--- src/rtl/fsquare_pkg.sv ---
// Shared FP32 definitions for the FPU datapath units.
// Field widths, exponent bias and the special encodings the units saturate or flush to.
package fsquare_pkg;

  localparam int FP32_W  = 32;
  localparam int EXP_W   = 8;
  localparam int MAN_W   = 23;
  localparam int SIG_W   = MAN_W + 1;
  localparam int PROD_W  = 2 * SIG_W;
  localparam int BIAS    = 127;

  localparam logic [FP32_W-1:0] FP32_PINF  = 32'h7F80_0000;
  localparam logic [FP32_W-1:0] FP32_PZERO = 32'h0000_0000;

  // Operand side-band that travels alongside the significand/product.
  typedef struct packed {
    logic [EXP_W-1:0] e;
    logic             zflag;
    logic             iflag;
  } op_info_t;

endpackage

--- src/rtl/fsquare_round.sv ---
// Normalize, round half-up and classify a significand square into an FP32 result.
// Purely combinational; shared with the fmul datapath.
module fsquare_round
  import fsquare_pkg::*;
(
  input  logic [PROD_W-1:0] p,
  input  logic [EXP_W-1:0]  e,
  input  logic              zflag,
  input  logic              iflag,
  output logic [FP32_W-1:0] y,
  output logic              ovf,
  output logic              udf
);

  logic             n;
  logic [MAN_W-1:0] frac;
  logic             guard;
  logic [MAN_W:0]   frac_sum;
  logic             c;
  logic signed [9:0] e_res;
  logic             unused_bits;

  assign n     = p[PROD_W-1];
  assign frac  = n ? p[46:24] : p[45:23];
  assign guard = n ? p[23] : p[22];

  assign frac_sum = {1'b0, frac} + {{MAN_W{1'b0}}, guard};
  assign c        = frac_sum[MAN_W];

  // 2*E fits in 9 bits; a 10-bit signed result covers -127..385 without wrap.
  assign e_res = $signed({1'b0, e, 1'b0}) - 10'sd127
               + $signed({9'b0, n}) + $signed({9'b0, c});

  assign unused_bits = ^{p[21:0], e_res[9:8]};

  always_comb begin
    y   = FP32_PZERO;
    ovf = 1'b0;
    udf = 1'b0;
    if (zflag) begin
      y = FP32_PZERO;
    end else if (iflag || (e_res >= 10'sd255)) begin
      y   = FP32_PINF;
      ovf = 1'b1;
    end else if (e_res <= 10'sd0) begin
      y   = FP32_PZERO;
      udf = 1'b1;
    end else begin
      y = {1'b0, e_res[7:0], frac_sum[MAN_W-1:0]};
    end
  end

endmodule

--- src/rtl/fsquare_pipe.sv ---
// Three-stage FP32 squarer y = x*x with valid/ready streaming and whole-pipe stall.
// Stage 1 unpacks the operand, stage 2 holds the significand product, stage 3 the result.
module fsquare_pipe
  import fsquare_pkg::*;
(
  input  logic              clk,
  input  logic              rstn,
  input  logic [FP32_W-1:0] x,
  input  logic              in_valid,
  output logic              in_ready,
  output logic [FP32_W-1:0] y,
  output logic              ovf,
  output logic              udf,
  output logic              out_valid,
  input  logic              out_ready
);

  logic              stall;
  logic              v1;
  logic              v2;
  logic [SIG_W-1:0]  m1;
  op_info_t          info1;
  op_info_t          info2;
  logic [PROD_W-1:0] p2;
  logic [FP32_W-1:0] y_nxt;
  logic              ovf_nxt;
  logic              udf_nxt;
  logic              unused_sign;

  assign stall       = out_valid & ~out_ready;
  assign in_ready    = ~stall;
  assign unused_sign = x[FP32_W-1];

  // Payload is reset as well so idle slots never carry X into the result stage.
  always_ff @(posedge clk) begin
    if (!rstn) begin
      v1        <= 1'b0;
      v2        <= 1'b0;
      out_valid <= 1'b0;
      m1        <= '0;
      info1     <= '0;
      info2     <= '0;
      p2        <= '0;
      y         <= FP32_PZERO;
      ovf       <= 1'b0;
      udf       <= 1'b0;
    end else if (!stall) begin
      v1          <= in_valid;
      m1          <= {1'b1, x[MAN_W-1:0]};
      info1.e     <= x[30:23];
      info1.zflag <= (x[30:23] == 8'h00);
      info1.iflag <= (x[30:23] == 8'hFF);

      v2    <= v1;
      p2    <= {{SIG_W{1'b0}}, m1} * {{SIG_W{1'b0}}, m1};
      info2 <= info1;

      out_valid <= v2;
      y         <= y_nxt;
      ovf       <= ovf_nxt;
      udf       <= udf_nxt;
    end
  end

  fsquare_round u_round (
    .p     (p2),
    .e     (info2.e),
    .zflag (info2.zflag),
    .iflag (info2.iflag),
    .y     (y_nxt),
    .ovf   (ovf_nxt),
    .udf   (udf_nxt)
  );

endmodule

--- config.mk ---
export PLATFORM = sky130hd
export DESIGN_NAME = fsquare_pipe
export DESIGN_NICKNAME = d
export VERILOG_FILES = /design/src/rtl/fsquare_pkg.sv /design/src/rtl/fsquare_round.sv /design/src/rtl/fsquare_pipe.sv
export SDC_FILE = /design/constraint.sdc
export NUM_CORES = 1
export LEC_CHECK = 0
export ABC_AREA = 0
export BUFFER_PORTS_ARGS = -buffer_cell sky130_fd_sc_hd__buf_2
export CORE_MARGIN = 2
export CORE_UTILIZATION = 60
export CTS_CLUSTER_SIZE = 20
export DETAILED_ROUTE_END_ITERATION = 6
export PLACE_DENSITY = 0.85
export REMOVE_ABC_BUFFERS = 1
export SYNTH_ARGS = -nofsm -noshare
export SYNTH_HDL_FRONTEND = slang
export SYNTH_SLANG_ARGS = --single-unit
--- constraint.sdc ---
create_clock -name clk -period 8 [get_ports clk]
set_input_delay 0.4 -clock clk [delete_from_list [all_inputs] [get_ports clk]]
set_output_delay 0.4 -clock clk [all_outputs]
set_load 0.02 [all_outputs]
* After elaboration in Yosys (flattened, before gate mapping)
Index checks and enable logic that the tools add are counted.
Operators by class: multiply operators 1, bitwise logic cells 3, $lt $le $gt $ge 2, $add $sub $neg 4, multiplexer cells 10, equal/unequal tests 1, reduce and logical (&&, ||, !) cells 2
Operator list (number):
- $mux W32 | 2
- $mul A24 B24 Y48 | 1
- $mux W31 | 1
- $add A23 B1 Y24 | 1
- $mux W23 | 1
- $add A10 B2 Y10 | 2
- $ge A10 B9 Y1 const B | 1
- $le A10 B1 Y1 const B | 1
- $sub A9 B7 Y10 const B | 1
- $eq A8 B8 Y1 const B | 1
- $logic_not A8 Y1 | 1
- $mux W1 | 6
- $not A1 Y1 | 2
- $and A1 B1 Y1 | 1
- $logic_or A1 B1 Y1 | 1
Word-level totals: register bits 129, logic and storage cells 37, bits of input ports 36

* Logic depth before layout (Yosys ltp)
depth in word-level cells 7, depth in mapped cells 27

* Modules after synthesis
Synthesis repeated with hierarchy kept, for this count alone.
Unflattened totals: cell total of the unflattened synthesis 2661, area total of the unflattened synthesis 22708.0 um^2
Modules (own cells, without submodules):
- fsquare_pipe | seq. area each 2562.5 um^2, area an instance 21037.7 um^2, instances 1, cells an instance 2420
- fsquare_round | seq. area each 0.0 um^2, area an instance 1670.4 um^2, instances 1, cells an instance 241

* Worst setup path before layout
No wires, ideal clock.
path kind reg-to-reg, from register m1[2], to register p2[47], period minus slack after synthesis 6.707 ns, arrival 6.589 ns, slack 1.293 ns, buffers on the path 1, cell stages (with the launch flop) 24, cell sequence dfxtp_1 clkbuf_1 nand2_1 fa_1 inv_1 fa_1 fa_1 inv_1 fa_1 inv_1 fa_1 fa_1 inv_1 fa_1 inv_1 ha_1 a21o_1 a311oi_1 o221ai_1 or3_1 a31oi_2 nor3_1 o31a_1 a32o_1
On the way: longest elaborated chain between the ends 1
Ends and longest elaborated chain:
- start: declaration | line fsquare_pipe.sv:21 | logic [SIG_W-1:0] m1;
- start signal: assignment | line fsquare_pipe.sv:49 | m1 <= {1'b1, x[MAN_W-1:0]};
- $mul A24 B24 Y48 | line fsquare_pipe.sv:55 | p2 <= {{SIG_W{1'b0}}, m1} * {{SIG_W{1'b0}}, m1};
- end signal: assignment | line fsquare_pipe.sv:55
- end: declaration | line fsquare_pipe.sv:24 | logic [PROD_W-1:0] p2;
No other way between the ends. A chain may end at the register's enable or synchronous reset.

* Final worst setup path
from register m1[11], to register p2[34]
The elaborated chain is that of the path after synthesis.

==> results.toml <==
[status]
outcome = "finished, final reports clean"

[floorplanning]
core-area_um2 = 34400
io_pins = 72
die_x_um = 190
fp-row-count = 68
dieArea_um2 = 36200
die_y_um = 190
start_util = 0.606

[grt]
grtUsageMet1 = 0.355
grt.busiest_layer = "met2"
antenna_found_initial = 0
grt_pass1_vias = 17600
use_met2 = 0.517
grt_max_degree = 98
grt_first_pass_wirelength_um = 84600
met3_usage = 0.0421
grt_overflow = 0
grtUsageTotal = 0.295

[power]
p_sw_uw = 2150
p_leak_uw = 0.0117
switching_share = 0.505
combPwrFrac = 0.714
vdd_drop_max_mv = 0.222
seqPwrFrac = 0.166
clkPwrFrac = 0.120
powerDensity_nw_per_um2 = 194
p_int_uw = 2110

[sta]
slew_viol_final = 0
fmax_mhz = 131
grt_setup_unrepaired = "no"
fin_tns_setup_ns = 0
slew_headroom = 0.299
tightest_slew_ns = 1.05
finClkSkew_ns = 0.0158
setup_viol = 0
hold_viol_final = 0
post-route-min-period_ns = 7.66
period_share = 0.958

[placed_design]
place_hpwl_um = 41000
numPortBuffers = 69
gp_congestion = 0.914
placed_area_um2 = 21700

[route]
vias = 16300
drt_iter0_drc = 1190
drt_wl_total_um = 50400
route.detailed.drc = 0
via_per_inst = 5.69
first_pass_iters = 5
ant_nets = 0
wire_per_inst_um = 17.6

[yosys]
ys_seq_area_frac = 0.102
yosysUniqueCellTypes = 69
synth_cells = 2388
netlist_area_um2 = 20800
synth_area_leaders = "fa_1 (41%), inv_1 (11%), ha_1 (11%)"
yosysTopAreaCell = "fa_1"
synth_async_sr_flop_share = 0
synth_warnings = 0
synth_top_area_share = 0.406
syn_avg_cell_area_um2 = 8.72
synth_edf_count = 0
ys.flop_type = "dfxtp_1"
ys_seq_elements = 106

[final_layout]
stdcell_area_um2 = 22000
num-fill-cells = 2750
areaGrowthSynthToFinish_pct = 5.61
layout.nets = 3044
diodes = 0
drive_gt1_frac = 0.0626

[hold_path]
hp-class = "in2reg"

[critical_path]
cp-start-kind = "register"
cp.arrival_ns = 7.91
required_ns = 8.25
worstSetupEndpointType = "register"
critPathKind = "reg2reg"
worstPathMaxFanout = 12
r2r_slack_ns = 0.34

[flow_run]
maxCapViolCount = 0

[clock_network]
clkSinkCount = 106
post-cts-setup-buffers = 0
clk_path_buf_depth = 2
numCtsBuffers = 9
cts_root_buf = "clkbuf_16"
h-tree-depth = 3
cts_hold_buf = 0
cts_resized = 0
cts_tree = "built"
path_clk_slew_ns = 0.08
clock_latency_ns = 0.37
path summary, 6_finish.rpt:
| path | endpoint | depth (start not counted) | from |
|---|---|---|---|
| max | p2[34]$_SDFFE_PN0N_ | 24 | m1[11]$_SDFFE_PN0N_ |
| min | m1[1]$_SDFFE_PN0N_ | 3 | x[1] |
| max reg2reg | p2[34]$_SDFFE_PN0N_ | 24 | m1[11]$_SDFFE_PN0N_ |
| min reg2reg | info1[5]$_SDFFE_PN0N_ | 2 | info1[5]$_SDFFE_PN0N_ |
layout make-up:
cell class | instances | area (µm²) | share of cell area
clock buffers | 9 | 225 | 0.0102
clock inverters | 7 | 108 | 0.00489
inverters | 610 | 2290 | 0.104
multi-input cells | 1571 | 16000 | 0.728
flip-flops and latches | 106 | 2120 | 0.0966
well taps | 455 | 569 | 0.0259
repair buffers | 111 | 673 | 0.0306
routing by layer:
| metal | routed length [µm] | part of all wire |
|---|---|---|
| met1 | 18500 | 0.37 |
| met2 | 25700 | 0.51 |
| met3 | 3570 | 0.071 |
| met4 | 2700 | 0.053 |
| met5 | 0 | 0 |
synth_stat cells, drive strengths merged (3+ instances only):
library cell	instances
o21a	4
nor4	6
o21bai	5
nor2b	11
o41ai	3
nand2	319
a2111oi	3
a21oi	130
xor2	21
o21ai	31
a22oi	23
dfxtp	106
a21o	24
and3	10
nor2	74
or3	5
ha	177
nand2b	8
and2	112
o211ai	5
xnor2	28
inv	608
fa	422
and4	3
mux2i	10
a31oi	11
o31ai	3
nor3	13
o22ai	5
nand4	15
a211oi	11
mux2	6
nor4b	3
nand3	30
clkbuf	87
buf	14
a21boi	4
a311oi	6
a32oi	7
critical path, stage by stage (launching register included):
cell and delay (ns):
dfxtp_1 0.88, buf_4 0.32, nand2_1 0.10, fa_1 0.60, inv_1 0.07, fa_1 0.53, inv_1 0.06, fa_1 0.54
inv_1 0.07, fa_1 0.56, fa_1 0.43, fa_1 0.49, inv_1 0.05, fa_1 0.47, inv_1 0.04, ha_1 0.35
a21oi_1 0.23, o21ai_0 0.17, nor2_1 0.14, nand2_1 0.06, o21ai_1 0.56, o21ai_0 0.34, a21oi_1 0.28, xor2_1 0.16
o21ai_0 0.08
registers in the layout, summed over array words and instances (netlist names), 10 cells and up:
register / cells
info1: 10
info2: 10
m1: 24
p2: 26
y: 31
power groups by stage:
stage                     sequential, µW  combinational, µW  clock, µW
final                                709               3050        510
after global routing                 717               3470        529
after CTS                            703               3020        511
after detailed placement             715               2970          0
after global placement               708               2870          0
after floorplan                      702               2220          0
metrics by stage:
step / setup WS (ns) / std cells / hold slack (ns) / util / total power (µW)
detailed placement: 0.495 / 2853 / 0.444 / 0.630 / 3690
global placement: 0.674 / 2853 / 0.438 / 0.630 / 3580
floorplan: 0.481 / 2287 / 0.429 / - / 2930
global route: 0.00118 / 2869 / 0.286 / 0.640 / 4710
CTS: 0.442 / 2869 / 0.279 / 0.640 / 4230
finish: 0.338 / 2869 / 0.281 / 0.640 / 4270
cell usage in the layout (no fill, tap or decap), types with 28 or more instances in the layout:
cell type / n
ha_1: 177
and2_1: 111
buf_2: 69
inv_1: 607
fa_1: 422
nand2_1: 319
o21ai_0: 28
dfxtp_1: 104
a21oi_1: 130
nor2_1: 74
xnor2_1: 28
nand3_1: 29
buf_4: 41
kinds of logic (layout without fill, tap and decap cells):
group / after synthesis / in the layout / share of synthesized area
fa+ha+maj: 599 / 599 / 0.512
buf+inv: 711 / 737 / 0.130
flops: 106 / 106 / 0.102
compound gates: 289 / 289 / 0.0877
other cells: 1 / 1 / 0.000180
simple gates: 617 / 617 / 0.139
xor+xnor: 49 / 49 / 0.0206
mux: 16 / 16 / 0.00805
Note: power is estimated with default switching activity, not from simulation.
